===== src/rtl/cpu_pkg.sv =====
// Shared types and constants for the PC sequencer.
// Covers the FSM state encoding, fault codes and word widths.
package cpu_pkg;

  localparam int XLEN    = 32;
  localparam int INSTR_W = 32;

  typedef enum logic [2:0] {
    ST_FETCH  = 3'd0,
    ST_WAIT   = 3'd1,
    ST_EXEC   = 3'd2,
    ST_HALTED = 3'd3,
    ST_FAULT  = 3'd4
  } seq_state_e;

  typedef enum logic [1:0] {
    FC_NONE     = 2'b00,
    FC_TIMEOUT  = 2'b01,
    FC_MISALIGN = 2'b10
  } fault_code_e;

  function automatic logic is_aligned(input logic [XLEN-1:0] addr);
    return (addr[1:0] == 2'b00);
  endfunction

endpackage


===== src/rtl/next_pc_mux.sv =====
// Combinational next-PC select with word-alignment check.
// Priority order: jump, then taken branch, then sequential pc+4.
module next_pc_mux
  import cpu_pkg::*;
(
  input  logic [XLEN-1:0] pc,
  input  logic            jump,
  input  logic [XLEN-1:0] jump_target,
  input  logic            branch_confirm,
  input  logic [XLEN-1:0] branch_target,
  output logic [XLEN-1:0] next_pc,
  output logic            misaligned
);

  // NOTE: every output gets a default before any branch, so no latch can be inferred.
  always_comb begin
    next_pc = pc + XLEN'(4);
    if (jump) begin
      next_pc = jump_target;
    end else if (branch_confirm) begin
      next_pc = branch_target;
    end
  end

  assign misaligned = !is_aligned(next_pc);

endmodule


===== src/rtl/pc_sequencer.sv =====
// Instruction fetch/execute sequencer: fetches from imem, strobes execute,
// and steers the PC through jumps and branches; HALTED/FAULT hold until reset.
module pc_sequencer
  import cpu_pkg::*;
#(
  parameter logic [XLEN-1:0] RESET_VECTOR = 32'h0000_0000,
  parameter int              IMEM_TIMEOUT = 15
) (
  input  logic               clk,
  input  logic               rst,
  input  logic               branch_confirm,
  input  logic [XLEN-1:0]    branch_target,
  input  logic               jump,
  input  logic [XLEN-1:0]    jump_target,
  input  logic               halt,
  input  logic               imem_ready,
  input  logic [INSTR_W-1:0] imem_rdata,
  output logic               imem_req,
  output logic [XLEN-1:0]    imem_addr,
  output logic [XLEN-1:0]    pc,
  output logic [INSTR_W-1:0] instr,
  output logic               exec_en,
  output logic               fault,
  output logic [1:0]         fault_code,
  output logic [XLEN-1:0]    retired
);

  localparam int CNT_W = (IMEM_TIMEOUT < 1) ? 1 : $clog2(IMEM_TIMEOUT + 1);
  localparam logic [CNT_W-1:0] TIMEOUT_CNT = CNT_W'(IMEM_TIMEOUT);

  seq_state_e         state, state_next;
  logic [XLEN-1:0]    pc_r, pc_next;
  logic [INSTR_W-1:0] instr_r, instr_next;
  logic [XLEN-1:0]    retired_r, retired_next;
  logic               fault_r, fault_next;
  fault_code_e        code_r, code_next;
  logic [CNT_W-1:0]   wait_r, wait_next;

  logic [XLEN-1:0]    target_pc;
  logic               target_misaligned;

  next_pc_mux u_next_pc_mux (
    .pc             (pc_r),
    .jump           (jump),
    .jump_target    (jump_target),
    .branch_confirm (branch_confirm),
    .branch_target  (branch_target),
    .next_pc        (target_pc),
    .misaligned     (target_misaligned)
  );

  // NOTE: all state uses non-blocking assignments so every register samples
  // pre-edge values, independent of block ordering in simulation.
  always_ff @(posedge clk or posedge rst) begin
    if (rst) begin
      state     <= ST_FETCH;
      pc_r      <= RESET_VECTOR;
      instr_r   <= '0;
      retired_r <= '0;
      fault_r   <= 1'b0;
      code_r    <= FC_NONE;
      wait_r    <= '0;
    end else begin
      state     <= state_next;
      pc_r      <= pc_next;
      instr_r   <= instr_next;
      retired_r <= retired_next;
      fault_r   <= fault_next;
      code_r    <= code_next;
      wait_r    <= wait_next;
    end
  end

  always_comb begin
    state_next   = state;
    pc_next      = pc_r;
    instr_next   = instr_r;
    retired_next = retired_r;
    fault_next   = fault_r;
    code_next    = code_r;
    wait_next    = wait_r;

    unique case (state)
      ST_FETCH: begin
        if (imem_ready) begin
          instr_next = imem_rdata;
          state_next = ST_EXEC;
        end else begin
          wait_next  = '0;
          state_next = ST_WAIT;
        end
      end

      ST_WAIT: begin
        if (imem_ready) begin
          instr_next = imem_rdata;
          state_next = ST_EXEC;
        end else if (wait_r == TIMEOUT_CNT) begin
          fault_next = 1'b1;
          code_next  = FC_TIMEOUT;
          state_next = ST_FAULT;
        end else begin
          wait_next = wait_r + CNT_W'(1);
        end
      end

      ST_EXEC: begin
        // The instruction retires even when its successor PC is rejected.
        retired_next = retired_r + XLEN'(1);
        if (target_misaligned) begin
          fault_next = 1'b1;
          code_next  = FC_MISALIGN;
          state_next = ST_FAULT;
        end else begin
          pc_next    = target_pc;
          state_next = halt ? ST_HALTED : ST_FETCH;
        end
      end

      ST_HALTED, ST_FAULT: begin
      end

      default: begin
        state_next = ST_FAULT;
      end
    endcase
  end

  assign imem_req   = (state == ST_FETCH) || (state == ST_WAIT);
  assign imem_addr  = pc_r;
  assign exec_en    = (state == ST_EXEC);
  assign pc         = pc_r;
  assign instr      = instr_r;
  assign retired    = retired_r;
  assign fault      = fault_r;
  assign fault_code = code_r;

endmodule

===== config.mk =====
export PLATFORM = sky130hd
export DESIGN_NAME = pc_sequencer
export DESIGN_NICKNAME = d
export VERILOG_FILES = /design/src/rtl/cpu_pkg.sv /design/src/rtl/next_pc_mux.sv /design/src/rtl/pc_sequencer.sv
export SDC_FILE = /design/constraint.sdc
export NUM_CORES = 1
export LEC_CHECK = 0
export CAP_MARGIN = 30
export CORE_UTILIZATION = 40
export CTS_CLUSTER_DIAMETER = 30
export DETAILED_ROUTE_END_ITERATION = 10
export GPL_TIMING_DRIVEN = 0
export PLACE_DENSITY = 0.73
export SYNTH_ARGS = -nofsm -noshare
export SYNTH_HDL_FRONTEND = slang
export SYNTH_SLANG_ARGS = --single-unit

===== constraint.sdc =====
create_clock -name clk -period 8.8 [get_ports clk]
set_clock_uncertainty 0.05 [all_clocks]
set_input_delay 1.76 -clock clk [delete_from_list [all_inputs] [get_ports clk]]
set_output_delay 1.76 -clock clk [all_outputs]
set_load 0.02 [all_outputs]

==> results of run 1 <==
==> metrics by stage <==
stage | utilization (%) | setup slack, ns
floorplan | - | 4.20
global placement | 59.4 | 2.69
detailed placement | 59.6 | 4.33
CTS | 61.5 | 4.40
global route | 61.5 | 4.25
finish | 61.5 | 4.42
==> power by group through the flow <==
stage	Sequential [W]	Combinational, W	Clock (W)
after floorplan	0.000932	0.000388	0
after global placement	0.000787	0.00103	0
after detailed placement	0.000797	0.00105	0
after CTS	0.000789	0.00105	0.000374
after global routing	0.000814	0.00110	0.000393
final	0.000790	0.00104	0.000370
==> worst min path at each step <==
| stage | cells past startpoint | from | slack, ns | to |
|---|---|---|---|---|
| after floorplan | 1 | wait_r[1] | 0.45 | wait_r[1] |
| after global placement | 1 | fault | 0.41 | fault |
| after detailed placement | 1 | fault | 0.41 | fault |
| after CTS | 1 | fault | 0.43 | fault |
| after global routing | 1 | fault | 0.44 | fault |
| final | 1 | fault | 0.42 | fault |
==> sequential cells by signal (all words and copies together) (netlist names) <==
| register | count |
|---|---|
| fault | 1 |
| retired | 32 |
| fault_code | 2 |
| wait_r | 4 |
| instr | 32 |
| state | 3 |
| imem_addr | 32 |
==> routing by layer <==
metal	vias up	global-route usage [%]	routed length (µm)
met4	0	9.34	341
met5	-	0	0
met1	2577	29.0	7550
li1	2508	-	-
met2	224	40.1	8360
met3	25	2.86	894
==> cell usage after synthesis (all sizes together) (10+ instances only) <==
library cell / count / area share (%)
dfrtp: 106 / 46
nand2: 45 / 3.0
buf: 42 / 5.1
nor2: 41 / 2.9
mux2: 34 / 6.7
xnor2: 31 / 4.9
a21oi: 26 / 2.3
o21ai: 26 / 2.3
nand3: 24 / 2.1
nand4: 21 / 2.7
clkbuf: 19 / 1.2
xor2: 13 / 2.0
and4: 11 / 1.7
mux2i: 11 / 1.9
a211oi: 10 / 1.3
==> cell usage in the layout, fill, tap and decap left out, drive strengths merged, types with 4 or more instances in the layout <==
cell type / count
dfrtp: 106
xor2: 13
xnor2: 31
clkdlybuf4s50: 233
buf: 43
o22ai: 7
a21oi: 26
and4: 11
a22o: 8
o21ai: 26
clkbuf: 29
a211o: 4
nand4: 21
o211ai: 4
mux2i: 11
nand2: 45
nor2: 41
a31oi: 9
nand3: 24
and3: 9
nor3: 9
nand2b: 6
a211oi: 10
and2: 8
inv: 10
mux2: 34
==> cells by family (layout without fill, tap and decap cells) <==
logic type | Yosys count | in the layout | share of synthesized area (%)
AOI/OAI and AO/OA | 114 | 114 | 12.9
xor gates and xnor gates | 44 | 44 | 6.87
adders and majority gates | 3 | 3 | 0.656
buffers and inverters | 71 | 319 | 7.02
DFF | 106 | 106 | 46.4
muxes | 45 | 45 | 8.62
and+or+nand+nor | 186 | 186 | 17.6
==> worst reg2reg max path: stages, from the launching register on <==
cell      delay, ns
dfrtp_1        0.49
ha_1           0.29
nand2_1        0.08
nor3_1         0.62
and3_1         0.26
clkbuf_1       0.24
a21oi_1        0.13
o32a_1         0.32
==> layout make-up <==
class	instances	area share, %
plain buffers	61	4.25
clock buffers	10	2.67
clock inverters	4	0.350
inverters	10	0.467
multi-input cells	392	31.1
flip-flops and latches	106	31.0
well taps	180	2.63
repair buffers	234	27.5
==> metrics.md, run 1 <==
| Metric | Value |
|---|---|
| FF-to-FF path depth | `7` |
| CP delay by family, top | `buffers and inverters` |
| LEAKAGE | `about 3.6 nW` |
| Rows | `between 40 and 50` |
| Filler Cell Count | `between 1000 and 1500` |
| Final std cells w/o fill | `~1000` |
| Min Tclk post-route | `~4.4 ns` |
| Sequential share of the synthesized area | `between 40% and 50%` |
| CTS tree | `done` |
| Mapped Avg Cell Area | `10.1 µm²` |
| Ant diodes | `0` |
| RSZ-0062 raised after global routing | `no` |
| Power Dens Cells | `around 260 nW/µm²` |
| GPL Wtd Cong | `between 0.8 and 0.9` |
| CP Capture Point | `exec_en` |
| Starting Density | `a little over 40%` |
| Reg area | `roughly 2700 µm²` |
| Placed Cells | `roughly 1000` |
| Synth cell types | `slightly above 60` |
| CP max FO | `10` |
| CP Launch Type | `register` |
| Final period utilization | `49.7%` |
| Share of layout cells above drive strength 1 | `between 10% and 20%` |
| Initial DRT Pass Iterations | `5` |
| Req. time, crit path | `roughly 7 ns` |
| Detailed-route DRC error count | `0` |
| CTS Buffer Depth | `2` |
| Reg2reg start | `imem_addr[2]` |
| DIE AREA | `~15000 µm²` |
| Slowest CP cell | `clkdlybuf4s50_1` |
| Vias in the first global route | `roughly 5300` |
| Async SR Flop Fraction | `100%` |
| Hpwl dp | `approximately 13 mm` |
| Sw Share | `36.9%` |
| Global-route wire length before repair | `26.8 mm` |
| Nets@finish | `919` |
| Vias post-DR | `5334` |
| Outcome | `completed` |
| Total Routing Usage GR | `23.1%` |
| Number of flops mapped to enable cells by yosys | `0` |
| Comb pwr share | `47.3%` |
| Number of setup buffers added after CTS | `0` |
| Top-Level Pins | `approximately 240` |
| Die Wd | `~120 µm` |
| Seq cells post-synth | `roughly 110` |
| Synthesis-to-layout area growth | `49.7%` |
| CP bufs+invs | `3` |
| Total chip power | `0.00220 W` |
| Inserted Clock Buffers | `9` |
| Clk slew on worst S/H paths | `0.06 ns` |
| Clock sinks | `approximately 110` |
| Slew Limit Headroom | `between 40% and 50%` |
| Ys flop type | `dfrtp_1` |
| Reg2Reg Setup Slack | `~6.2 ns` |
| Maxcap violations | `0` |
| Pin count of the biggest net entering global routing | `64` |
| Fmax | `~230 MHz` |
| Synthesis Warnings | `0` |
| Vias per cell | `around 5.4` |
| Routed Antenna Nets | `0` |
| Synth Net Count | `674` |
| Crit. End Element | `output port` |
| Initial antenna violation count | `0` |
| Setup TNS | `0 ns` |
| Final setup violating endpoints | `0` |
| Crit path DAT | `about 2.6 ns` |
| Critical Path Stages | `5` |
| Root Buffer | `clkbuf_16` |
| Routed WL | `17.1 mm` |
| # resized after CTS | `0` |
| Synth Instances | `~570` |
| Flop pwr share | `roughly 36%` |
| Hold buffer count at CTS | `0` |
| Slew @ Worst Pin | `a little under 0.9 ns` |
| Clk pwr share | `16.8%` |
| Net Switching | `about 0.00081 W` |
| DRT iter0 DRCs | `~280` |
| Crit path from | `state[0]` |
| Hold Path Class | `register to register` |
| Avg WL per Cell | `between 15 and 20 µm` |
| Reg-to-Reg End | `imem_addr[22]` |
| Post-synthesis cell area | `between 5000 and 6000 µm²` |
| Critical path class | `register to output port` |
| Internal Pwr Total | `approximately 0.0014 W` |
| Port buffer count | `between 200 and 250` |
| Clk_lat worst skew | `0.34 ns` |
| WHS | `0.420 ns` |
| Core Area | `about 14000 µm²` |
| Final global-route overflow total | `0` |
| H-Tree Depth | `3` |
| Multi-input logic area | `~2700 µm²` |
| CP max stage delay | `0.73 ns` |
| Fin. max-slew vios | `0` |
| Final instance area | `8570 µm²` |
| Hold Fails Final Rpt | `0` |
| Dpl cell area | `roughly 8300 µm²` |
| Max VDD drop | `0.153 mV` |
| Critical Path, Cell by Cell | `and2b_1 > nand2b_1 > inv_2 > clkbuf_1 > clkdlybuf4s50_1` |
| Die Height | `approximately 120 µm` |
(Power assumes the default switching activity.)
==> inputs of run 2 (changes only) <==
- clock period: 8.8 -> 4.11 ns (I/O delays scaled with it)
==> results of run 2 <==
Same layout as run 1 (identical final DEF). Status: completed.
Among the figures that moved: setup slack after placement 4.33 ns -> 0.575 ns; setup slack after layout 4.42 ns -> 0.672 ns; register-to-register setup slack 6.21 ns -> 1.52 ns; total power 0.00220 W -> 0.00471 W; worst IR drop on VDD 0.153 mV -> 0.328 mV
